## src/rtl/comparador_serial_uc.sv

```systemverilog
// Serial multi-word unsigned magnitude comparator: one WORD_W compare per clock.
// Optional MSW-first early-exit scan when COMPARADOR_SERIAL_EARLY_EXIT_EN is defined.
module comparador_serial_uc #(
  parameter  int unsigned WORD_W  = 6,
  parameter  int unsigned N_WORDS = 4,
  localparam int unsigned IDX_W   = $clog2(N_WORDS),
  localparam int unsigned OP_W    = N_WORDS * WORD_W
) (
  input  logic             clock,
  input  logic             reset,
  input  logic             iniciar,
  input  logic [OP_W-1:0]  A,
  input  logic [OP_W-1:0]  B,
  output logic             ocupado,
  output logic             pronto,
  output logic             menor,
  output logic             maior,
  output logic             igual,
  output logic [IDX_W-1:0] indice
);

  localparam logic [IDX_W-1:0] LAST_IDX = IDX_W'(N_WORDS - 1);
`ifdef COMPARADOR_SERIAL_EARLY_EXIT_EN
  localparam logic [IDX_W-1:0] START_IDX = LAST_IDX;
`else
  localparam logic [IDX_W-1:0] START_IDX = '0;
`endif

  typedef enum logic [1:0] {ESPERA, COMPARA, FIM} state_t;

  state_t           state_q, state_d;
  logic [OP_W-1:0]  a_q, a_d, b_q, b_d;
  logic [IDX_W-1:0] idx_d;
  logic             eq_q, eq_d, lt_q, lt_d, gt_q, gt_d;
  logic             menor_d, maior_d, igual_d, ocupado_d, pronto_d;
  logic [WORD_W-1:0] a_w, b_w;
  logic             w_lt, w_gt, nlt, ngt, neq;

  // Current word and the partial result after folding it in
  assign a_w  = a_q[int'(indice)*WORD_W +: WORD_W];
  assign b_w  = b_q[int'(indice)*WORD_W +: WORD_W];
  assign w_lt = (a_w < b_w);
  assign w_gt = (a_w > b_w);
  assign nlt  = w_lt | (lt_q & ~w_gt);
  assign ngt  = w_gt | (gt_q & ~w_lt);
  assign neq  = eq_q & ~w_lt & ~w_gt;

  always_ff @(posedge clock or negedge reset) begin
    if (!reset) begin
      state_q <= ESPERA;
      a_q     <= '0;
      b_q     <= '0;
      indice  <= '0;
      eq_q    <= 1'b0;
      lt_q    <= 1'b0;
      gt_q    <= 1'b0;
      menor   <= 1'b0;
      maior   <= 1'b0;
      igual   <= 1'b0;
      ocupado <= 1'b0;
      pronto  <= 1'b0;
    end else begin
      state_q <= state_d;
      a_q     <= a_d;
      b_q     <= b_d;
      indice  <= idx_d;
      eq_q    <= eq_d;
      lt_q    <= lt_d;
      gt_q    <= gt_d;
      menor   <= menor_d;
      maior   <= maior_d;
      igual   <= igual_d;
      ocupado <= ocupado_d;
      pronto  <= pronto_d;
    end
  end

  // Next state; outputs are computed one cycle ahead and registered
  always_comb begin
    logic done;
    state_d   = state_q;
    a_d       = a_q;
    b_d       = b_q;
    idx_d     = indice;
    eq_d      = eq_q;
    lt_d      = lt_q;
    gt_d      = gt_q;
    menor_d   = menor;
    maior_d   = maior;
    igual_d   = igual;
    ocupado_d = 1'b0;
    pronto_d  = 1'b0;
    done      = 1'b0;
    case (state_q)
      ESPERA: begin
        if (iniciar) begin
          a_d       = A;
          b_d       = B;
          eq_d      = 1'b1;
          lt_d      = 1'b0;
          gt_d      = 1'b0;
          menor_d   = 1'b0;
          maior_d   = 1'b0;
          igual_d   = 1'b0;
          idx_d     = START_IDX;
          ocupado_d = 1'b1;
          state_d   = COMPARA;
        end
      end
      COMPARA: begin
        ocupado_d = 1'b1;
        eq_d      = neq;
        lt_d      = nlt;
        gt_d      = ngt;
`ifdef COMPARADOR_SERIAL_EARLY_EXIT_EN
        if (w_lt || w_gt || (indice == '0)) done = 1'b1;
        else                                 idx_d = indice - IDX_W'(1);
`else
        if (indice == LAST_IDX) done = 1'b1;
        else                    idx_d = indice + IDX_W'(1);
`endif
        if (done) begin
          ocupado_d = 1'b0;
          menor_d   = nlt;
          maior_d   = ngt;
          igual_d   = neq;
          state_d   = FIM;
        end
      end
      FIM: begin
        pronto_d = 1'b1;
        state_d  = ESPERA;
      end
      default: state_d = ESPERA;
    endcase
  end

endmodule

```

## config.mk

```make
export PLATFORM = sky130hd
export DESIGN_NAME = comparador_serial_uc
export DESIGN_NICKNAME = d
export VERILOG_FILES = /design/src/rtl/comparador_serial_uc.sv
export SDC_FILE = /design/constraint.sdc
export NUM_CORES = 1
export LEC_CHECK = 0
export ABC_AREA = 1
export CORE_ASPECT_RATIO = 0.7
export CORE_MARGIN = 10
export CORE_UTILIZATION = 40
export DETAILED_ROUTE_END_ITERATION = 10
export PLACE_DENSITY = 0.67
export REMOVE_ABC_BUFFERS = 1
export SYNTH_ARGS = -nofsm -noshare
export SYNTH_HDL_FRONTEND = slang
export SYNTH_SLANG_ARGS = --single-unit
```

## constraint.sdc

```tcl
create_clock -name clock -period 2.3 [get_ports clock]
set_clock_uncertainty 0.2 [all_clocks]
set_input_delay 0.345 -clock clock [delete_from_list [all_inputs] [get_ports clock]]
set_output_delay 0.345 -clock clock [all_outputs]
set_load 0.03 [all_outputs]
```

==> impl_metrics.py, run 1 <==
metrics = {
    "cts": {
        "cts_htree_levels": 3,
        "cts_made_buffers": 9,
        "clock-sinks": 60,
        "clk_latency_ps": 340,
        "clockBufferDepth": 2,
        "clk_pin_slew_ps": 70,
        "cts_root_buffer": "clkbuf_8",
        "tritoncts": "yes",
    },
    "routing": {
        "dr.pass1.iters": 4,
        "viasPerCell": 4.62,
        "drc": 0,
        "drt_iter0_markers": 125,
        "ant_nets": 0,
        "routed_wl_um": 6840,
        "num_vias": 2375,
        "detail_route.wl_per_cell_um": 13.3,
    },
    "timing": {
        "hold_viol": 0,
        "period_share_pct": 93.4,
        "tns_ps": 0,
        "rsz0062_at_grt": "no",
        "whs_ps": 273,
        "worst_pin_slew_ps": 491,
        "timing.final.crit_period_ps": 2150,
        "fmax_ghz": 0.465,
        "max_slew_margin_pct": 67.2,
        "slew_viol_final": 0,
        "setup_violations": 0,
    },
    "power_and_ir_drop": {
        "power.leakage_nw": 1.90,
        "pwr-share-comb_pct": 47.1,
        "peakVddDrop_v": 0.000420,
        "p_int_mw": 3.05,
        "power_switching_mw": 2.18,
        "p_seq_share_pct": 35.5,
        "switching_share_pct": 41.7,
        "p_per_area_mw_per_mm2": 1390,
        "pwr-share-clk_pct": 17.4,
    },
    "worst_setup_path": {
        "crit_path_start": "indice[1]",
        "cp-endpoint": "indice[1]",
        "reg2reg_from": "indice[0]",
        "slowest_stage": "clkdlybuf4s50_1",
        "cpPeakStageDelay_ps": 690,
        "reg2reg_to": "eq_q",
        "crit_path_cell_trace": "buf_4, clkdlybuf4s50_1",
        "cp_max_fo": 8,
        "cp.required_ps": 1750,
        "arrival_ps": 1600,
        "criticalPathCategory": "register to output pin",
        "worstSetupStartpointType": "register",
        "ff2ff_setup_slack_ps": 190,
        "end_kind": "output pin",
        "reg2regPathDepth": 12,
    },
    "grt": {
        "grt_max_degree": 52,
        "antenna_found_initial": 0,
        "grt_pass1_wl_um": 12100,
        "grt_pass1_vias": 2457,
        "gr-total-overflow": 0,
        "gr-usage-all-layers_pct": 13.4,
    },
    "floorplanning": {
        "dieArea_mm2": 0.0111,
        "io_pins": 58,
        "initial_core_util_pct": 42.1,
        "die_y_um": 91.2,
        "num_rows": 25,
        "die-width_um": 122,
        "core-area_mm2": 0.00688,
    },
    "place": {
        "place.gp.congestion": 0.789,
        "io_buffers": 57,
        "place_hpwl_um": 4970,
    },
    "yosys": {
        "yosysUniqueCellTypes": 24,
        "ys_ff_latch": 60,
        "netlist_instances": 352,
        "synth_top_area_share_pct": 51.9,
        "yosysSeqAreaShare_pct": 51.9,
        "syn_area_per_cell_um2": 8.22,
        "yosysTopAreaCell": "dfrtp_1",
        "ys_top_cells_by_area": "dfrtp_1, nand2_1, ha_1",
        "netlist_area_mm2": 0.00289,
        "yosysWarnings": 0,
    },
    "final_layout": {
        "utilization_pct": 54.8,
        "nets": 473,
        "drive_gt1_share_pct": 12.6,
        "final_cell_mix": "nand2_1, dfrtp_1, clkdlybuf4s50_1",
        "syn2layout_area_growth_pct": 30.3,
        "diodes": 0,
        "layout_commonest_cell": "nand2_1",
    },
    "job": {
        "cap_violations": 0,
    },
    "run_status": {
        "status": "completed",
    },
    "min_path": {
        "min_path_type": "register to register",
    },
}
[power groups by stage]
stage	clock network [mW]	registers, mW	logic (mW)
2_1_floorplan	0	1.89	1.57
3_3_place_gp	0	1.87	2.34
3_5_place_dp	0	1.86	2.42
4_1_cts	0.935	1.85	2.44
5_1_grt	0.991	1.93	2.87
6_report	0.909	1.86	2.46
[metrics by stage]
step                setup WS [ps]  power [mW]  instances  cell area, um2
floorplan                    -794        3.46        336            2780
global placement              155        4.21        497            3550
detailed placement            111        4.27        497            3550
CTS                          92.0        5.23        514            3750
global route                 12.6        5.79        514            3770
finish                        151        5.23        514            3770
[cells by family (layout without fill, tap and decap cells)]
| logic type | after synthesis | in the layout | share of synthesized area (%) |
|---|---|---|---|
| flops | 60 | 60 | 51.9 |
| compound gates | 34 | 34 | 7.44 |
| buf+inv | 32 | 100 | 6.05 |
| simple gates | 219 | 219 | 31.6 |
| fa+ha+maj | 7 | 7 | 3.03 |
[worst min path at each step]
stage,from,to,depth (start not counted),slack [ps]
CTS,a_q[11],a_q[11],2,270
finish,a_q[13],a_q[13],2,270
global route,a_q[14],a_q[14],2,300
global placement,reset,b_q[4],1,110
detailed placement,reset,b_q[4],1,120
floorplan,reset,a_q[0],0,-150
[cells in the mapped netlist (all sizes together)]
library cell and count:
a21oi 7, nand2 192, o21ai 15, buf 15, nand3b 1, inv 15
clkbuf 1, nand3 5, a32o 6, o22ai 6, ha 7, dfrtp 60
nor2 19, nand4 2, clkinv 1
[routing by layer]
metal | vias up | wire length, um | GRT usage (%)
met5 | - | 0 | 0
met4 | 0 | 76 | 3.86
met3 | 12 | 551 | 6.06
met2 | 76 | 2640 | 18.1
met1 | 1055 | 3570 | 18.6
li1 | 1232 | - | -
[state kept, by name (all words and copies together) (netlist names), 2 cells and up]
name	count
a_q	24
b_q	24
state_q	2
indice	2
[final cells by class]
| cell class | count | area [um2] |
|---|---|---|
| fillers | 657 | 3110 |
| flip-flops and latches | 60 | 1500 |
| multi-input cells | 260 | 1230 |
| repair buffers | 68 | 674 |
| clock buffers | 11 | 131 |
| well taps | 94 | 118 |
| inverters | 16 | 65.1 |
| clock inverters | 5 | 52.6 |
[critical path, delay by kind of cell (launching register included)]
kind                   cells  cell delay (ps)
buffers and inverters      2              870
DFF                        1              390
[repair_timing]
action	in CTS	in global routing
setup buffers	0	0
resized for setup	0	14
endpoints found under the setup margin	0	6
hold endpoints to repair	19	0
hold buffers	1	0
(Power assumes the default switching activity.)
==> run 2, diff against run 1 <==
CTS_BUF_LIST = sky130_fd_sc_hd__clkbuf_4 sky130_fd_sc_hd__clkbuf_8   (was default)
==> run 2 against run 1 <==
  * Global-route usage unchanged
  * Final area increased by 0.20%
  * Routed wire length about the same
  * Setup slack about the same
  * Total power increased by 0.47%
  * Final cell count unchanged
  * Clock-buffer cell count unchanged
  * Critical endpoint unchanged
  * Largest cell class unchanged
==> impl_metrics.py, run 2 (synthesis results as in run 1) <==
metrics = {
    "timing": {
        "max_slew_margin_pct": 67.2,
        "period_share_pct": 93.4,
        "tns_ps": 0,
        "hold_viol": 0,
        "fmax_ghz": 0.465,
        "layout_setup_ws_ps": 151,
        "rsz0062_at_grt": "no",
        "slew_viol_final": 0,
        "worst_pin_slew_ps": 491,
        "timing.final.crit_period_ps": 2150,
        "setup_violations": 0,
    },
    "worst_setup_path": {
        "cpPeakStageDelay_ps": 690,
        "worstSetupStartpointType": "register",
        "crit_path_start": "indice[1]",
        "end_kind": "output pin",
        "ff2ff_setup_slack_ps": 190,
        "reg2reg_from": "indice[0]",
        "crit_family": "buffers and inverters",
        "slowest_stage": "clkdlybuf4s50_1",
        "arrival_ps": 1600,
        "criticalPathCategory": "register to output pin",
        "path_buf_inv": 2,
        "cp.required_ps": 1750,
        "cp_max_fo": 8,
        "crit_path_cell_trace": "buf_4, clkdlybuf4s50_1",
    },
    "routing": {
        "dr.pass1.iters": 4,
        "routed_wl_um": 6840,
        "detail_route.wl_per_cell_um": 13.3,
        "drc": 0,
        "drt_iter0_markers": 125,
        "viasPerCell": 4.62,
        "num_vias": 2376,
        "ant_nets": 0,
    },
    "final_layout": {
        "utilization_pct": 54.9,
        "layout_commonest_cell": "nand2_1",
        "seq_area_mm2": 0.00150,
        "fillers": 653,
        "nets": 473,
        "multi_input_area_mm2": 0.00123,
        "drive_gt1_share_pct": 13.1,
        "fin_cells": 514,
        "final_cell_mix": "nand2_1, dfrtp_1, clkdlybuf4s50_1",
        "diodes": 0,
        "reg_top3": "a_q x24, b_q x24",
        "syn2layout_area_growth_pct": 30.6,
    },
    "cts": {
        "cts_made_buffers": 9,
        "post_cts_buffers": 0,
        "cts_root_buffer": "clkbuf_8",
        "clockBufferDepth": 2,
        "clk_pin_slew_ps": 70,
        "clock-sinks": 60,
        "cts_htree_levels": 3,
        "tritoncts": "yes",
        "clk_latency_ps": 340,
    },
    "grt": {
        "gr-total-overflow": 0,
        "antenna_found_initial": 0,
        "gr-usage-all-layers_pct": 13.4,
        "grt_pass1_wl_um": 12100,
        "grt_pass1_vias": 2457,
        "grt_max_degree": 52,
    },
    "min_path": {
        "min_from": "a_q[13]",
        "min_path_type": "register to register",
    },
    "power_and_ir_drop": {
        "p_per_area_mw_per_mm2": 1390,
        "power.leakage_nw": 1.91,
        "power.total_mw": 5.26,
        "peakVddDrop_v": 0.000420,
    },
    "floorplanning": {
        "initial_core_util_pct": 42.1,
        "die-width_um": 122,
        "num_rows": 25,
        "core-area_mm2": 0.00688,
        "io_pins": 58,
        "die_y_um": 91.2,
        "dieArea_mm2": 0.0111,
    },
    "run_status": {
        "status": "completed",
    },
    "place": {
        "place.gp.congestion": 0.789,
        "place_ws_ps": 111,
        "io_buffers": 57,
        "dp.cells": 497,
        "place_hpwl_um": 4970,
    },
    "job": {
        "cap_violations": 0,
    },
}
## run 2: area by class of cell
| type | instances | area share [%] |
|---|---|---|
| multi-input cells | 260 | 32.5 |
| well taps | 94 | 3.11 |
| repair buffers | 68 | 17.8 |
| clock buffers | 11 | 3.68 |
| clock inverters | 5 | 1.39 |
| inverters | 16 | 1.72 |
| flip-flops and latches | 60 | 39.8 |
## run 2: metal layers
| metal | GRT usage (%) | part of all wire, % | vias to the layer above |
|---|---|---|---|
| li1 | - | - | 1232 |
| met5 | 0 | 0 | - |
| met3 | 6.06 | 8.1 | 12 |
| met4 | 3.86 | 1.1 | 0 |
| met1 | 18.6 | 52 | 1056 |
| met2 | 18.1 | 39 | 76 |
## run 2: power by group
group          total (mW)  internal (mW)  switching (mW)
combinational        2.47           1.01            1.46
sequential           1.86           1.55           0.311
clock               0.933          0.518           0.415
total                5.26           3.08            2.18
## run 2: tightest hold or removal path: stages, from the launching register on
cell and delay (ps):
dfrtp_1 340, nand2_1 50, nand2_1 50
## run 2: what timing repair did
action / CTS / global route
resized for setup: 0 / 14
endpoints found under the hold margin: 19 / 0
hold buffers: 1 / 0
setup endpoints to repair: 0 / 6
## run 2: per-stage QoR
stage / hold WS (ps) / cell area, um2
finish: 273 / 3780
global route: 300 / 3780
CTS: 273 / 3750
detailed placement: 122 / 3550
global placement: 112 / 3550
floorplan: -151 / 2780
## run 2: path summary, 6_finish.rpt
check                                  to  cells past startpoint
worst max register to register       eq_q                     12
worst min-delay path              a_q[13]                      2
worst min register to register    a_q[13]                      2
max in group asynchronous         a_q[21]                      3
worst max-delay path            indice[1]                      2
min in group asynchronous         a_q[12]                      2
==> run 3, diff against run 2 <==
CORE_MARGIN = 2   (was 10)
==> run 3 against run 2 <==
  * Highest routed layer unchanged
  * Routed wire length fell by 2.1%
  * Critical path depth rose by 10
  * Core utilization rose by 1.3 points
  * Largest cell class unchanged
  * Sequential power barely moved
  * Register-to-register slack got worse by 30 ps
  * Combinational power rose by 5%
  * Sequential cell count did not move
  * Die area fell by 28%
  * Sequential share of layout area fell by 0.93 points
==> impl_metrics.py, run 3 (synthesis results as in run 1) <==
metrics = {
    "timing": {
        "hold_viol": 0,
        "rsz0062_at_grt": "yes",
        "worst_pin_slew_ps": 399,
        "timing.final.crit_period_ps": 2140,
        "slew_viol_final": 0,
        "max_slew_margin_pct": 73.4,
        "period_share_pct": 92.9,
        "fmax_ghz": 0.468,
        "tns_ps": 0,
        "setup_violations": 0,
    },
    "worst_setup_path": {
        "worstSetupStartpointType": "register",
        "crit_path_start": "indice[0]",
        "criticalPathCategory": "register to register",
        "ff2ff_setup_slack_ps": 160,
        "cp-endpoint": "eq_q",
        "reg2regPathDepth": 12,
        "cp_max_fo": 5,
        "arrival_ps": 2210,
        "reg2reg_from": "indice[0]",
        "reg2reg_to": "eq_q",
        "cp.required_ps": 2370,
        "end_kind": "register",
    },
    "routing": {
        "routed_wl_um": 6700,
        "detail_route.wl_per_cell_um": 12.9,
        "dr.pass1.iters": 4,
        "viasPerCell": 4.72,
        "num_vias": 2453,
        "ant_nets": 0,
        "drt_iter0_markers": 156,
        "drc": 0,
    },
    "cts": {
        "tritoncts": "yes",
        "clockBufferDepth": 2,
        "cts_root_buffer": "clkbuf_8",
        "clock-sinks": 60,
        "cts_made_buffers": 9,
        "clk_pin_slew_ps": 70,
        "clk_latency_ps": 350,
        "cts_htree_levels": 3,
    },
    "final_layout": {
        "syn2layout_area_growth_pct": 33.6,
        "layout_commonest_cell": "nand2_1",
        "drive_gt1_share_pct": 14.3,
        "post-route-cell-area_mm2": 0.00387,
        "fin_cells": 520,
        "reg_top3": "a_q x24, b_q x24",
        "final_cell_mix": "nand2_1, dfrtp_1, clkdlybuf4s50_1",
        "fillers": 672,
        "nets": 479,
        "diodes": 0,
    },
    "run_status": {
        "status": "completed",
    },
    "grt": {
        "grt_max_degree": 33,
        "antenna_found_initial": 0,
        "gr-usage-all-layers_pct": 18.9,
        "grt_pass1_wl_um": 11400,
        "gr-total-overflow": 0,
        "grt_pass1_vias": 2385,
    },
    "place": {
        "place.gp.congestion": 0.758,
        "io_buffers": 57,
        "place_hpwl_um": 4730,
        "dp.cells": 501,
        "placed_cell_area_mm2": 0.00358,
    },
    "min_path": {
        "min_path_type": "register to register",
    },
    "job": {
        "cap_violations": 0,
    },
    "floorplanning": {
        "num_rows": 25,
        "die-width_um": 106,
        "io_pins": 58,
        "core-area_mm2": 0.00688,
        "dieArea_mm2": 0.00794,
        "initial_core_util_pct": 42.1,
        "die_y_um": 75.2,
    },
    "power_and_ir_drop": {
        "power.total_mw": 5.57,
        "p_per_area_mw_per_mm2": 1440,
        "power.leakage_nw": 1.97,
        "peakVddDrop_v": 0.000454,
    },
}
run 3: cell count changes in the layout (fill, tap and decap cells not counted), moves of 2 or more:
cell | before | now
buf_4 | 7 | 11
buf_6 | 1 | 3
clkbuf_4 | 2 | 0
clkbuf_8 | 9 | 12
o21ai_0 | 9 | 7
o21ai_1 | 4 | 6
run 3: layer usage:
metal | track usage [%] | wire length (um) | up-vias
li1 | - | - | 1245
met1 | 26.5 | 3390 | 1114
met3 | 6.23 | 506 | 9
met2 | 27.5 | 2720 | 85
met4 | 6.87 | 83 | 0
met5 | 0 | 0 | -
run 3: worst min path at each step:
stage,startpoint,endpoint,slack [ps],cells after the start
finish,b_q[12],b_q[12],270,2
global route,lt_q,lt_q,300,2
CTS,a_q[10],a_q[10],270,2
detailed placement,reset,b_q[4],200,2
global placement,reset,b_q[22],190,2
floorplan,reset,a_q[0],-150,0
run 3: per-stage QoR:
| step | hold slack, ps | setup WS [ps] | utilization, % |
|---|---|---|---|
| after detailed placement | 195 | 117 | 52.1 |
| after global placement | 193 | 189 | 52.1 |
| after CTS | 269 | 91.8 | 55.6 |
| final | 275 | 163 | 56.2 |
| after global routing | 296 | -13.4 | 56.2 |
| after floorplan | -151 | -794 | - |
run 3: report_power, final:
group / switching [mW] / internal (mW)
logic: 1.53 / 1.06
clock network: 0.413 / 0.695
registers: 0.323 / 1.55
total: 2.26 / 3.31
run 3: area by class of cell:
type / instances / area (um2) / share of cell area [%]
clock inverter: 4 / 70.1 / 1.81
sequential: 60 / 1500 / 38.8
multi-input combinational: 260 / 1230 / 31.8
timing repair buffer: 74 / 719 / 18.6
inverter: 16 / 62.6 / 1.62
clock buffer: 12 / 165 / 4.27
tap: 94 / 118 / 3.04
run 3: worst max-delay path, stage by stage, from the launching register on:
cell,delay [ps]
dfrtp_1,420
buf_4,130
buf_4,110
nand2_1,60
a32o_1,240
ha_1,300
nand2_2,70
nor2_2,100
buf_4,120
nand2_1,60
nor2_2,100
nand3_1,90
o21ai_1,70
run 3: timing repair:
| action | 4_1_cts | 5_1_grt |
|---|---|---|
| hold endpoints to repair | 60 | 0 |
| buffers inserted | 0 | 1 |
| hold buffers | 1 | 0 |
| resized for setup | 0 | 15 |
| endpoints found under the setup margin | 0 | 6 |
